<file path="src/rtl/mnist_pkg.sv">
// Shared constants and types for the MNIST score/argmax stage.
// Latency: n/a (declarations only).
// Backpressure: n/a.
package mnist_pkg;

    localparam int SUM_W        = 20;
    localparam int PIX_PER_WORD = 16;
    localparam int N_PIXELS     = 784;
    localparam int N_CLASSES    = 10;

    // One mac word covers PIX_PER_WORD pixels, so a neuron needs this many partials.
    localparam int CHUNKS = N_PIXELS / PIX_PER_WORD;

    // Class / neuron index, wide enough for up to 16 classes.
    typedef logic [3:0] class_idx_t;

endpackage

</file>
<file path="src/rtl/mnist_score_argmax_if.sv">
// Bundle of the partial-sum input and score/digit outputs of the argmax stage.
// Latency: n/a (wires only).
// Backpressure: none; the stage accepts a sum every cycle.
interface mnist_score_argmax_if #(
    parameter int SUM_W = mnist_pkg::SUM_W,
    parameter int ACC_W = 32
);
    import mnist_pkg::*;

    logic                    sum_valid;
    logic signed [SUM_W-1:0] sum_in;
    logic                    score_valid;
    logic signed [ACC_W-1:0] score;
    class_idx_t              score_idx;
    logic                    digit_valid;
    class_idx_t              digit;
    logic                    busy;

    // Producer side: drives partial sums, observes results.
    modport master (
        output sum_valid, sum_in,
        input  score_valid, score, score_idx, digit_valid, digit, busy
    );

    // Stage side: consumes partial sums, drives results.
    modport slave (
        input  sum_valid, sum_in,
        output score_valid, score, score_idx, digit_valid, digit, busy
    );

endinterface

</file>
<file path="src/rtl/argmax_tracker.sv">
// Running argmax over one image's neuron scores; emits the winning class index.
// Latency: digit_valid one cycle after the final neuron's score_valid.
// Backpressure: none; accepts a score every cycle.
module argmax_tracker
    import mnist_pkg::*;
#(
    parameter int ACC_W   = 32,
    parameter int NEURONS = mnist_pkg::N_CLASSES
) (
    input  logic                    clk,
    input  logic                    rst,
    input  logic                    score_valid,
    input  logic signed [ACC_W-1:0] score,
    input  class_idx_t              score_idx,
    output logic                    digit_valid,
    output class_idx_t              digit
);

    logic                    have_best;
    logic signed [ACC_W-1:0] best_score;
    class_idx_t              best_idx;
    logic signed [ACC_W-1:0] cand_score;
    class_idx_t              cand_idx;
    logic                    last_neuron;

    assign last_neuron = (score_idx == 4'(NEURONS - 1));

    // Winner including the incoming score; strict compare keeps the lower index on ties.
    always_comb begin
        cand_score = best_score;
        cand_idx   = best_idx;
        if (!have_best || (score > best_score)) begin
            cand_score = score;
            cand_idx   = score_idx;
        end
    end

    // Best-so-far state; cleared at the image boundary so the next image starts fresh.
    always_ff @(posedge clk) begin
        if (rst) begin
            have_best   <= 1'b0;
            best_score  <= '0;
            best_idx    <= '0;
            digit_valid <= 1'b0;
            digit       <= '0;
        end else begin
            digit_valid <= 1'b0;
            if (score_valid) begin
                if (last_neuron) begin
                    digit       <= cand_idx;
                    digit_valid <= 1'b1;
                    have_best   <= 1'b0;
                    best_score  <= '0;
                    best_idx    <= '0;
                end else begin
                    have_best   <= 1'b1;
                    best_score  <= cand_score;
                    best_idx    <= cand_idx;
                end
            end
        end
    end

endmodule

</file>
<file path="src/rtl/mnist_score_argmax.sv">
// Accumulates CHUNKS mac partials per neuron, then argmaxes NEURONS scores into a digit.
// Latency: score_valid 1 cycle, digit_valid 2 cycles after the last partial. MNIST_RELU_EN clamps negative scores to 0.
// Backpressure: none; sum_valid may be high every cycle, idle cycles hold state.
module mnist_score_argmax #(
    parameter int SUM_W   = mnist_pkg::SUM_W,
    parameter int ACC_W   = 32,
    parameter int CHUNKS  = mnist_pkg::CHUNKS,
    parameter int NEURONS = mnist_pkg::N_CLASSES
) (
    input  logic             clk,
    input  logic             rst,
    mnist_score_argmax_if.slave bus
);
    import mnist_pkg::*;

    localparam int CW = (CHUNKS > 1) ? $clog2(CHUNKS) : 1;

    logic [CW-1:0]           chunk_cnt;
    class_idx_t              neuron_cnt;
    logic signed [ACC_W-1:0] acc;
    logic signed [ACC_W-1:0] sum_ext;
    logic signed [ACC_W-1:0] total;
    logic signed [ACC_W-1:0] final_score;
    logic                    last_chunk;
    logic                    score_valid_r;
    logic signed [ACC_W-1:0] score_r;
    class_idx_t              score_idx_r;
    logic                    digit_valid_w;
    class_idx_t              digit_w;

    assign sum_ext    = ACC_W'(bus.sum_in);
    assign total      = acc + sum_ext;
    assign last_chunk = (chunk_cnt == CW'(CHUNKS - 1));

    // Completed neuron score, optionally clamped so both output and compare see the same value.
    always_comb begin
        final_score = total;
`ifdef MNIST_RELU_EN
        if (total[ACC_W-1]) begin
            final_score = '0;
        end
`endif
    end

    // Accumulator and chunk/neuron counters; the last chunk publishes the score and restarts.
    always_ff @(posedge clk) begin
        if (rst) begin
            chunk_cnt     <= '0;
            neuron_cnt    <= '0;
            acc           <= '0;
            score_valid_r <= 1'b0;
            score_r       <= '0;
            score_idx_r   <= '0;
        end else begin
            score_valid_r <= 1'b0;
            if (bus.sum_valid) begin
                if (last_chunk) begin
                    score_r       <= final_score;
                    score_idx_r   <= neuron_cnt;
                    score_valid_r <= 1'b1;
                    acc           <= '0;
                    chunk_cnt     <= '0;
                    neuron_cnt    <= (neuron_cnt == 4'(NEURONS - 1)) ? '0 : neuron_cnt + 4'd1;
                end else begin
                    acc           <= total;
                    chunk_cnt     <= chunk_cnt + 1'b1;
                end
            end
        end
    end

    argmax_tracker #(
        .ACC_W   (ACC_W),
        .NEURONS (NEURONS)
    ) u_argmax (
        .clk         (clk),
        .rst         (rst),
        .score_valid (score_valid_r),
        .score       (score_r),
        .score_idx   (score_idx_r),
        .digit_valid (digit_valid_w),
        .digit       (digit_w)
    );

    assign bus.score_valid = score_valid_r;
    assign bus.score       = score_r;
    assign bus.score_idx   = score_idx_r;
    assign bus.digit_valid = digit_valid_w;
    assign bus.digit       = digit_w;
    assign bus.busy        = (chunk_cnt != '0) || (neuron_cnt != '0);

endmodule
</file>
<file path="src/flat_wrapper.sv">
// flat-port wrapper written by rule: the top's interface ports become plain ports
module mnist_score_argmax_flat import mnist_pkg::*;
#(
    parameter int SUM_W   = mnist_pkg::SUM_W,
    parameter int ACC_W   = 32,
    parameter int CHUNKS  = mnist_pkg::CHUNKS,
    parameter int NEURONS = mnist_pkg::N_CLASSES
)
  (clk, rst, bus_sum_valid, bus_sum_in, bus_score_valid, bus_score, bus_score_idx, bus_digit_valid, bus_digit, bus_busy);
  mnist_score_argmax_if #(.SUM_W(SUM_W), .ACC_W(ACC_W)) bus_i ();
  input  logic clk;
  input  logic rst;
  input wire logic [$bits(bus_i.sum_valid)-1:0] bus_sum_valid;
  input wire logic [$bits(bus_i.sum_in)-1:0] bus_sum_in;
  output wire logic [$bits(bus_i.score_valid)-1:0] bus_score_valid;
  output wire logic [$bits(bus_i.score)-1:0] bus_score;
  output wire logic [$bits(bus_i.score_idx)-1:0] bus_score_idx;
  output wire logic [$bits(bus_i.digit_valid)-1:0] bus_digit_valid;
  output wire logic [$bits(bus_i.digit)-1:0] bus_digit;
  output wire logic [$bits(bus_i.busy)-1:0] bus_busy;
  assign bus_i.sum_valid = bus_sum_valid;
  assign bus_i.sum_in = bus_sum_in;
  assign bus_score_valid = bus_i.score_valid;
  assign bus_score = bus_i.score;
  assign bus_score_idx = bus_i.score_idx;
  assign bus_digit_valid = bus_i.digit_valid;
  assign bus_digit = bus_i.digit;
  assign bus_busy = bus_i.busy;
  mnist_score_argmax #(.SUM_W(SUM_W), .ACC_W(ACC_W), .CHUNKS(CHUNKS), .NEURONS(NEURONS)) u_core (.clk(clk), .rst(rst), .bus(bus_i));
endmodule
</file>
<file path="config.mk">
export PLATFORM = sky130hd
export DESIGN_NAME = mnist_score_argmax_flat
export DESIGN_NICKNAME = d
export VERILOG_FILES = /design/src/rtl/mnist_pkg.sv /design/src/rtl/mnist_score_argmax_if.sv /design/src/rtl/argmax_tracker.sv /design/src/rtl/mnist_score_argmax.sv /design/src/flat_wrapper.sv
export SDC_FILE = /design/constraint.sdc
export NUM_CORES = 1
export LEC_CHECK = 0
export CORE_UTILIZATION = 61
export DETAILED_ROUTE_END_ITERATION = 8
export DONT_BUFFER_PORTS = 1
export HOLD_SLACK_MARGIN = 0.1
export PLACE_DENSITY = 0.88
export SYNTH_ARGS = -nofsm -noshare
export SYNTH_HDL_FRONTEND = slang
export SYNTH_SLANG_ARGS = --single-unit
</file>
<file path="constraint.sdc">
create_clock -name clk -period 3.1 [get_ports clk]
set_input_delay 0.31 -clock clk [delete_from_list [all_inputs] [get_ports clk]]
set_output_delay 0.31 -clock clk [all_outputs]
set_load 0.01 [all_outputs]
</file>
* Word level (Yosys, flattened, before mapping)
Cells that the tools add are included.
** Word-level totals
- Output and inout port bits :: 43
- Input bits :: 23
- Flip-flop bits (word level) :: 121
** Cells by class
- Order comparisons :: 1
- Reductions and logical operators :: 11
- $add $sub $neg :: 3
- Multiplexer cells :: 10
- Bitwise operators :: 2
- Equal/unequal tests :: 3
** Operators with widths (count)
- 32-bit two-way mux :: 3
- 32-bit by 20-bit adder with 32-bit output :: 1
- 32-bit > comparator :: 1
- 4-bit two-way mux :: 3
- 4-bit equality test (second input constant) :: 2
- 6-bit by 1-bit adder with 6-bit output (second input constant) :: 1
- 6-bit equality test (second input constant) :: 1
- 6-bit two-way mux :: 1
- 2-bit AND reduction :: 3
- 6-bit nonzero test :: 1
- 4-bit by 1-bit adder with 4-bit output (second input constant) :: 1
- 4-bit nonzero test :: 1
- 2-bit OR reduction :: 2
- 1-bit two-way mux :: 3
- 1-bit logical OR :: 2
- 1-bit inverter :: 2
- 2-bit nonzero test :: 1
- 1-bit zero test :: 1

* Longest topological paths before layout
- Depth in word-level cells :: 4
- Mapped depth :: 11

* By module
From an unflattened synthesis, not the netlist that was laid out.
** Second synthesis, totals
- Cell total of the unflattened synthesis :: 765
- Area, all modules :: 6698.9 sq um
** By module, submodules not included
- mnist_score_argmax :: area each 4197.8 sq um, instances 1, cells each 472, sequential area each 1581.5 sq um
- argmax_tracker :: area each 2501.1 sq um, instances 1, cells each 293, sequential area each 840.8 sq um

* Worst setup path after synthesis
Ideal clock, no wire load.
- Kind :: input to register
- Start :: input port bus_sum_in[0]
- End :: register u_core.acc[30]
- Data arrival time :: 2.583 ns
- Path slack :: 0.458 ns
- Buffers on the path :: 0
- Stages :: 10
- Data required time :: 3.041 ns
- Path through :: ha_1 fa_1 a21oi_1 o21ai_2 a311oi_2 o31a_2 o31ai_1 a311oi_2 mux2_1 nand2_1
** On the way
- Word-level cells in the longest chain between the ends :: 2
** Ends and longest elaborated chain
- start: declaration :: RTL line flat_wrapper.sv:14 : input wire logic [$bits(bus_i.sum_in)-1:0] bus_sum_in;
- 32-bit by 20-bit adder with 32-bit output :: RTL line mnist_score_argmax.sv:32 : assign total = acc + sum_ext;
- 32-bit two-way mux :: RTL line mnist_score_argmax.sv:57 : if (last_chunk) begin
- end signal: assignment :: RTL line mnist_score_argmax.sv:65 : acc <= total;
- end: declaration :: RTL line mnist_score_argmax.sv:20 : logic signed [ACC_W-1:0] acc;
No other way between the ends.
A chain may end at the register's enable or synchronous reset.

* Final worst setup path
- Start :: register u_core.u_argmax.best_score[13]
- End :: register u_core.u_argmax.best_idx[2]
** On the way
- Word-level cells in the longest chain between the ends :: 4
** Ends and longest elaborated chain
- start: declaration :: RTL line argmax_tracker.sv:20 : logic signed [ACC_W-1:0] best_score;
- start signal: assignment :: RTL line argmax_tracker.sv:57 : best_score <= cand_score;
- 32-bit > comparator :: RTL line argmax_tracker.sv:32 : if (!have_best || (score > best_score)) begin
- 1-bit logical OR :: RTL line argmax_tracker.sv:32
- 4-bit two-way mux :: RTL line argmax_tracker.sv:32
- 4-bit two-way mux :: RTL line argmax_tracker.sv:49 : if (last_neuron) begin
- end signal: assignment :: RTL line argmax_tracker.sv:58 : best_idx <= cand_idx;
- end: declaration :: RTL line argmax_tracker.sv:21 : class_idx_t best_idx;
No other way between the ends.

==> impl_metrics.toml <==
[timing]
tightest_slew_ps = 991
hold_viol = 0
relSlewSlack_pct = 33.7
fmax_mhz = 336
tns_ps = 0
rsz0062_at_grt = "no"
fin_crit_sh_pct = 96.0
post-route-min-period_ps = 2970
drv_slew = 0
setup_violations = 0
skew_ps = 13.1

[floorplanning]
core_area_um2 = 10900
ioPinCount = 66
start_util_pct = 63.0
rows = 38
fp.dieH_um = 108
die_w_um = 108
die_area_um2 = 11700

[clock_tree]
cts_num_sinks = 121
tritoncts = "done"
cts_buffers = 17
cts_buffer_depth = 2
cts_htree_levels = 4
root_buffer = "clkbuf_8"
clkTransAtPathRegs_ps = 60
clock_latency_ps = 540

[logic_synthesis]
netlist_instances = 823
synth.most_common_cell = "dfxtp_1"
yosysSeqAreaShare_pct = 35.3
syn-num-nets = 912
synth_top_cells_by_count = "121 x dfxtp_1, 109 x nand2_1, 75 x a21oi_1, 65 x ha_1, 58 x nor2_1"
synthArstFlopShare_pct = 0
ys_seq_elements = 121
syn_area_um2 = 6850
synth_area_leaders = "dfxtp_1 35%, ha_1 12%, nand2_1 6.0%"
avgSynthCellArea_um2 = 8.33
synth_top_area_share_pct = 35.3
synth_ff_type = "dfxtp_1"
yosysWarnings = 0
yosysUniqueCellTypes = 69
synth_edf_count = 0
yosysTopAreaCell = "dfxtp_1"

[outcome]
status = "finished clean"

[worst_setup_path]
critPathRequiredTime_ps = 3530
worstPathCellList = "inv_1, ha_1, nand4_1, or4_1, a21oi_1, o31a_1, or4_1, o211ai_1, o2bb2ai_2, a22o_1"
crit_arrival_ps = 3400
path_max_fanout = 10
slowest_delay_ps = 630
crit_path_start_kind = "flip-flop"
crit_top_cell = "or4_1"
crit_slowest_cell = "or4_1"
end_kind = "flip-flop"
crit_type = "flip-flop to flip-flop"

[global_routing]
grt_pass1_wl_mm = 28.9
grt-ovfl-total = 0
grt_usage_pct = 32.3
grt_max_degree = 58
antenna_found_initial = 0
first_global_vias = 6016

[final_layout]
nets = 916
utilization_pct = 70.9
final_cells = 980
fillers = 751
insertedDiodeCount = 0
drive_gt1_share_pct = 8.81
area_growth_pct = 12.7

[place]
gp_congestion = 0.916
port-buffer-count = 0
dp.final_hpwl_mm = 12.5
place_inst = 944

[power_and_ir_drop]
power_density_nw_per_um2 = 626
power.total_mw = 4.84
leakagePower_nw = 3.11
vdd_drop_max_uv = 502

[drt]
wirelength_mm = 18.5
num_vias = 6292
ant_nets = 0
first_iter_violations = 649
avgViaCountPerCell = 6.42
drc = 0
wl_per_cell_um = 18.8
firstDrtPassIters = 5

[flow_run]
drv_cap = 0

[min_path]
min_path_type = "input pin to flip-flop"
-- layout make-up --
type / count / area [um^2] / area share (%)
multi-input combinational: 618 / 4110 / 53.3
sequential: 121 / 2420 / 31.4
clock buffer: 22 / 453 / 5.86
timing repair buffer: 23 / 198 / 2.56
clock inverter: 10 / 190 / 2.46
tap: 140 / 175 / 2.27
inverter: 46 / 173 / 2.24
-- timing repair --
item                                    in CTS  in global routing
hold endpoints to repair                    60                  0
endpoints found under the setup margin       0                  4
gates resized for setup                      0                  1
hold buffers                                 3                  0
buffers inserted                             0                  1
-- kinds of logic (layout without fill, tap and decap cells) --
family | after synthesis | after routing | synth area share [%]
AOI/OAI and AO/OA | 230 | 230 | 23.5
DFF | 121 | 121 | 35.3
adders and majority gates | 66 | 66 | 12.2
xor gates and xnor gates | 35 | 35 | 4.58
muxes | 3 | 3 | 0.475
and+or+nand+nor | 284 | 284 | 19.2
buffers and inverters | 84 | 101 | 4.73
-- registers in the layout, summed over array words and instances, names as in the netlist --
| register | cells |
|---|---|
| u_core.acc | 32 |
| u_core.bus.score | 32 |
| u_core.u_argmax.best_score | 32 |
| u_core.chunk_cnt | 6 |
| u_core.bus.score_idx | 4 |
| u_core.neuron_cnt | 4 |
| u_core.u_argmax.best_idx | 4 |
| u_core.u_argmax.digit | 4 |
| u_core.bus.score_valid | 1 |
| u_core.u_argmax.digit_valid | 1 |
| u_core.u_argmax.have_best | 1 |
-- where the power goes --
group / internal (mW) / leakage, nW / switching, mW / total [mW]
clock network: 1.43 / 0.302 / 0.733 / 2.17
registers: 1.63 / 0.981 / 0.0449 / 1.67
logic: 0.381 / 1.83 / 0.619 / 1.00
-- layer usage --
layer | GRT usage [%] | up-vias | part of all wire, %
li1 | - | 2947 | -
met1 | 38.1 | 3001 | 41
met2 | 54.2 | 292 | 48
met3 | 9.52 | 52 | 9.1
met4 | 13.9 | 0 | 2.4
met5 | 0 | - | 0
-- per-stage QoR --
stage	instance area [um^2]	hold slack [ps]	worst slack, ps
2_1_floorplan	6850	428	458
3_3_place_gp	7020	392	238
3_5_place_dp	7020	392	165
4_1_cts	7710	102	114
5_1_grt	7720	116	7.27
6_report	7720	100	125
-- placed cells by master (no fill, tap or decap), drive strengths merged, types with 4 or more instances in the layout --
cell and count:
xnor2 20, nand2 110, nor2 58, nor3 16
clkbuf 22, nor4 6, a21o 9, o21a 8
o21bai 8, nand2b 5, bufinv 5, a31oi 5
nand4 12, nand3 37, nor2b 15, and2 4
dfxtp 121, o21ai 48, a211oi 11, a22o 25
xor2 15, inv 47, a32o 8, a21oi 76
ha 65, buf 21, or3 4, o211ai 7
-- worst max-delay path, delay by kind of cell (launching register included) --
family                   cells  cell delay [ps]
flip-flops                   1              360
adder cells (fa/ha/maj)      1              300
AND/OR/NAND/NOR              3              930
AO/OA/AOI/OAI                5             1180
buffers and inverters        1               80
-- path summary, 6_finish.rpt --
| check | from | endpoint | slack [ps] | cells past startpoint |
|---|---|---|---|---|
| setup / recovery | u_core.u_argmax.best_score[13]$_SDFFE_PP0P_ | u_core.u_argmax.best_idx[2]$_SDFFE_PP0P_ | 130 | 10 |
| hold / removal | rst | u_core.acc[16]$_SDFFE_PP0P_ | 100 | 2 |
| hold reg to reg | u_core.u_argmax.best_score[4]$_SDFFE_PP0P_ | u_core.u_argmax.best_score[4]$_SDFFE_PP0P_ | 460 | 2 |
| setup reg to reg | u_core.u_argmax.best_score[13]$_SDFFE_PP0P_ | u_core.u_argmax.best_idx[2]$_SDFFE_PP0P_ | 130 | 10 |
Note: power is estimated with default switching activity, not from simulation.
